--- src/rtl/apb_adder_arbiter.sv ---
// Round-robin APB master that shares one operand/adder slave between NREQ requesters.
// Each granted job runs three APB transfers: write A, write B, then read the sum.
module apb_adder_arbiter #(
    parameter int          NREQ      = 2,
    parameter logic [31:0] ADDR_BASE = 32'h0,
    parameter int          TIMEOUT   = 16
) (
    input  logic                 PCLK,
    input  logic                 PRESET,
    input  logic [NREQ-1:0]      req,
    input  logic [32*NREQ-1:0]   req_a,
    input  logic [32*NREQ-1:0]   req_b,
    output logic [NREQ-1:0]      gnt,
    output logic [NREQ-1:0]      done,
    output logic                 err,
    output logic [31:0]          result,
    output logic                 busy,
    output logic                 PSEL,
    output logic                 PENABLE,
    output logic                 PWRITE,
    output logic [31:0]          PRWADDR,
    output logic [31:0]          PRWDATA,
    output logic [1:0]           f,
    input  logic [31:0]          PRDATA1,
    input  logic                 PREADY
);

    localparam int IW = $clog2(NREQ);
    localparam int CW = $clog2(TIMEOUT + 1);

    typedef enum logic [2:0] {
        IDLE, SETUP_A, ACCESS_A, SETUP_B, ACCESS_B, SETUP_C, ACCESS_C, DONE
    } state_t;

    state_t          r_state, w_next;
    logic [IW-1:0]   r_last, r_idx, w_win_idx;
    logic            w_win_vld;
    logic [NREQ-1:0] r_gnt;
    logic [31:0]     r_a, r_b, r_result;
    logic            r_err;
    logic [CW-1:0]   r_wait;
    logic            w_access, w_setup, w_timeout;

    assign w_access  = (r_state == ACCESS_A) || (r_state == ACCESS_B) || (r_state == ACCESS_C);
    assign w_setup   = (r_state == SETUP_A)  || (r_state == SETUP_B)  || (r_state == SETUP_C);
    // r_wait counts prior unready ACCESS cycles, so TIMEOUT-1 here means this is the last one allowed.
    assign w_timeout = w_access && !PREADY && (r_wait == CW'(TIMEOUT - 1));

    // Search starts just after the last-served requester; the nearest requesting index wins.
    always_comb begin
        int idx;
        idx       = 0;
        w_win_vld = 1'b0;
        w_win_idx = '0;
        for (int k = NREQ; k >= 1; k--) begin
            idx = int'(r_last) + k;
            if (idx >= NREQ) idx = idx - NREQ;
            if (req[idx]) begin
                w_win_vld = 1'b1;
                w_win_idx = IW'(idx);
            end
        end
    end

    always_ff @(posedge PCLK or posedge PRESET) begin
        if (PRESET) r_state <= IDLE;
        else        r_state <= w_next;
    end

    always_comb begin
        w_next = r_state;
        case (r_state)
            IDLE:     if (w_win_vld) w_next = SETUP_A;
            SETUP_A:  w_next = ACCESS_A;
            ACCESS_A: if (PREADY) w_next = SETUP_B; else if (w_timeout) w_next = DONE;
            SETUP_B:  w_next = ACCESS_B;
            ACCESS_B: if (PREADY) w_next = SETUP_C; else if (w_timeout) w_next = DONE;
            SETUP_C:  w_next = ACCESS_C;
            ACCESS_C: if (PREADY || w_timeout) w_next = DONE;
            DONE:     w_next = IDLE;
            default:  w_next = IDLE;
        endcase
    end

    always_ff @(posedge PCLK or posedge PRESET) begin
        if (PRESET) begin
            r_last   <= IW'(NREQ - 1);
            r_idx    <= '0;
            r_gnt    <= '0;
            r_a      <= '0;
            r_b      <= '0;
            r_result <= '0;
            r_err    <= 1'b0;
            r_wait   <= '0;
        end else begin
            if (r_state == IDLE && w_win_vld) begin
                r_idx <= w_win_idx;
                r_gnt <= NREQ'(1) << w_win_idx;
                r_a   <= req_a[32*w_win_idx +: 32];
                r_b   <= req_b[32*w_win_idx +: 32];
            end
            if (w_setup)
                r_wait <= '0;
            else if (w_access && !PREADY)
                r_wait <= r_wait + 1'b1;
            if (r_state == ACCESS_C && PREADY)
                r_result <= PRDATA1;
            if (w_timeout) begin
                r_result <= '0;
                r_err    <= 1'b1;
            end
            if (r_state == DONE) begin
                r_gnt  <= '0;
                r_last <= r_idx;
                r_err  <= 1'b0;
            end
        end
    end

    // APB outputs are pure state decodes over registered operands.
    always_comb begin
        PSEL    = 1'b0;
        PENABLE = 1'b0;
        PWRITE  = 1'b0;
        PRWADDR = '0;
        PRWDATA = '0;
        f       = 2'b00;
        case (r_state)
            SETUP_A, ACCESS_A: begin
                PSEL = 1'b1; PWRITE = 1'b1; f = 2'b01;
                PRWADDR = ADDR_BASE; PRWDATA = r_a;
            end
            SETUP_B, ACCESS_B: begin
                PSEL = 1'b1; PWRITE = 1'b1; f = 2'b10;
                PRWADDR = ADDR_BASE + 32'd4; PRWDATA = r_b;
            end
            SETUP_C, ACCESS_C: begin
                PSEL = 1'b1; f = 2'b11;
                PRWADDR = ADDR_BASE + 32'd8;
            end
            default: ;
        endcase
        PENABLE = w_access;
    end

    assign gnt    = r_gnt;
    assign done   = (r_state == DONE) ? r_gnt : '0;
    assign err    = (r_state == DONE) && r_err;
    assign result = r_result;
    assign busy   = (r_state != IDLE);

endmodule

--- config.mk ---
export PLATFORM = sky130hd
export DESIGN_NAME = apb_adder_arbiter
export DESIGN_NICKNAME = d
export VERILOG_FILES = /design/src/rtl/apb_adder_arbiter.sv
export SDC_FILE = /design/constraint.sdc
export NUM_CORES = 1
export LEC_CHECK = 0
export BUFFER_PORTS_ARGS = -buffer_cell sky130_fd_sc_hd__buf_4
export CORE_MARGIN = 2
export CORE_UTILIZATION = 47
export DETAILED_ROUTE_END_ITERATION = 7
export HOLD_SLACK_MARGIN = 0.12
export PLACE_DENSITY = 0.85
export RECOVER_POWER = 100
export SYNTH_ARGS = -nofsm -noshare
export SYNTH_HDL_FRONTEND = slang
export SYNTH_SLANG_ARGS = --single-unit
--- constraint.sdc ---
create_clock -name PCLK -period 4.6 [get_ports PCLK]
set_input_delay 0.92 -clock PCLK [delete_from_list [all_inputs] [get_ports PCLK]]
set_output_delay 0.92 -clock PCLK [all_outputs]
set_load 0.005 [all_outputs]
==> impl_metrics.yaml <==
clocking:
  h-tree-depth: 3
  clock_sinks: 109
  insertion_delay_ps: 340
  cts_tree: "yes"
  cts_setup_buffers: 0
  path_clk_slew_ps: 70
  cts-resized-gates: 0
  cts.path.max_buffers: 2
  clock-root-buffer: "clkbuf_16"
  numCtsBuffers: 9
  hold_buffers: 0
timing:
  hold_viol_final: 0
  tns_ps: 0
  setup_slack_ps: 614.7
  max_slew_margin_pct: -87.90
  rsz0062_at_grt: "false"
  min_period_ps: 3985
  tightestPinTransition_ps: 2815
  final_max_slew_viol_count: 178
  setup_viol: 0
  whs_ps: 481.2
  max_freq_mhz: 250.9
  period_share_pct: 86.64
  skew_ps: 8.373
layout:
  drive_above_1_share_pct: 46.51
  final_common_cell: "buf_4"
  num_antenna_cells: 0
  fill_cells: 920
  area_growth_syn_to_layout_pct: 34.07
  ff_latch_area_mm2: 0.002729
  nets: 893
  multi_input_area_mm2: 0.002695
  fin_area_mm2: 0.007740
  mostFrequentLayoutCells: "buf_4, dfrtp_1, mux2_2, nand2_1, clkbuf_4"
drt:
  drt_iter0_markers: 156
  firstDrtPassIters: 6
  drc: 0
  wl_um: 14700
  viasPerCell: 5.244
  antenna_left: 0
  vias: 4604
  wl_per_cell_um: 16.74
die:
  rows: 40
  die_h_um: 114.8
  core_area_mm2: 0.01201
  num_io_pins: 272
  initial_core_util_pct: 48.06
  die_x_um: 114.8
  die-area_mm2: 0.01319
global_route:
  grt_max_degree: 78
  track_usage_pct: 22.02
  grt_pass1_vias: 4677
  grt_overflow_total: 0
  grt_pass1_wl_um: 22870
  antenna_found_initial: 0
run:
  max-cap-violations: 3
synthesis:
  synthesis.area_mm2: 0.005773
  ys.flop_type: "dfrtp_1"
  seq_area_frac_synth_pct: 47.27
  synth_cell_types: 47
  synth_edf_count: 0
  synthArstFlopShare_pct: 100.0
  post_synth.cell_area_avg_um2: 11.39
  yosys_warnings: 0
  ys_ff_latch: 109
  netlist_instances: 507
place:
  placedInstanceArea_mm2: 0.007522
  dpl.hpwl_um: 11030
  dp_slack_ps: 1334
  port-buffer-count: 241
  gp_congestion: 0.8810
status:
  status: "finished with violations"
  violations: "max-capacitance violations, max-slew violations"
critical_path:
  crit_fanout: 28
  critPathKind: "register to primary output"
  end_kind: "primary output"
  crit_required_ps: 3680
  start_kind: "register"
  arrival_ps: 3070
pwr:
  total_power_mw: 4.541
  vdd_ir_drop_max_mv: 0.2722
  p_leak_nw: 3.667
  power_density_mw_per_mm2: 586.7
worst_hold_path:
  hp-class: "register to register"
cell usage after synthesis, types with 3 or more instances:
| cell | number | share of area [%] |
|---|---|---|
| nor2b_1 | 3 | 0.33 |
| o22ai_1 | 4 | 0.43 |
| dfrtp_1 | 108 | 47 |
| nand2_1 | 66 | 4.3 |
| inv_1 | 6 | 0.39 |
| a22o_1 | 32 | 4.9 |
| and2_1 | 5 | 0.54 |
| a31oi_1 | 5 | 0.54 |
| o21ai_0 | 5 | 0.43 |
| buf_2 | 13 | 1.1 |
| nor3_1 | 3 | 0.26 |
| nor2_1 | 5 | 0.33 |
| clkbuf_1 | 16 | 1.0 |
| buf_6 | 6 | 1.2 |
| mux2_1 | 38 | 7.4 |
| buf_4 | 32 | 4.2 |
| mux2_2 | 90 | 18 |
| a21oi_1 | 35 | 3.0 |
final timing paths:
kind | end | slack [ps] | cells past startpoint | from
hold / removal | r_last$_DFFE_PP1P_ | 480 | 2 | r_last$_DFFE_PP1P_
setup reg to reg | result[11]$_DFFE_PP0P_ | 1550 | 6 | r_wait[0]$_DFFE_PP0P_
min in group asynchronous | result[21]$_DFFE_PP0P_ | 1590 | 2 | PRESET
max in group asynchronous | r_a[31]$_DFFE_PP0P_ | 1380 | 3 | PRESET
hold reg to reg | r_last$_DFFE_PP1P_ | 480 | 2 | r_last$_DFFE_PP1P_
setup / recovery | PRWDATA[25] | 610 | 5 | r_state[0]$_DFFE_PP0P_
registers in the layout, indices dropped and copies added, names as in the netlist:
| register | cells |
|---|---|
| r_err | 1 |
| result | 32 |
| r_a | 32 |
| r_last | 1 |
| gnt | 2 |
| r_b | 32 |
| r_state | 3 |
| r_idx | 1 |
| r_wait | 5 |
final cells by class:
cell class              instances  share of cell area, %
repair buffers                247                  23.39
clock buffers                  10                  2.958
inverters                       6                 0.2910
well taps                     147                  2.376
clock inverters                 6                 0.9053
flip-flops and latches        109                  35.26
multi-input cells             353                  34.82
through the flow:
stage	instances	util [%]
after global placement	862	62.63
after CTS	878	65.11
final	878	64.44
after floorplan	536	-
after detailed placement	862	62.63
after global routing	878	64.44
routing by layer:
| layer | wire length [um] | global-route usage, % |
|---|---|---|
| met3 | 1041 | 5.113 |
| met4 | 315 | 9.398 |
| met5 | 0 | 0 |
| met1 | 5758 | 26.08 |
| met2 | 7581 | 38.54 |
power breakdown:
part	switching, mW	total [mW]	internal (mW)
clock network	0.349	0.777	0.428
registers	0.330	1.76	1.42
logic	0.872	2.01	1.14
worst max-delay path, cell delays in order, from the launching register on:
cell,delay [ps]
dfrtp_1,890
xor2_1,310
and2_0,520
clkbuf_2,600
a22o_1,260
clkbuf_4,140
kinds of logic after synthesis:
group           synth area share [%]
compound gates                 10.68
xor+xnor                      0.3035
fa+ha+maj                     0.4334
buf+inv                        7.954
flops                          47.27
mux                            25.14
other cells                  0.06496
simple gates                   8.149
(Power assumes the default switching activity.)
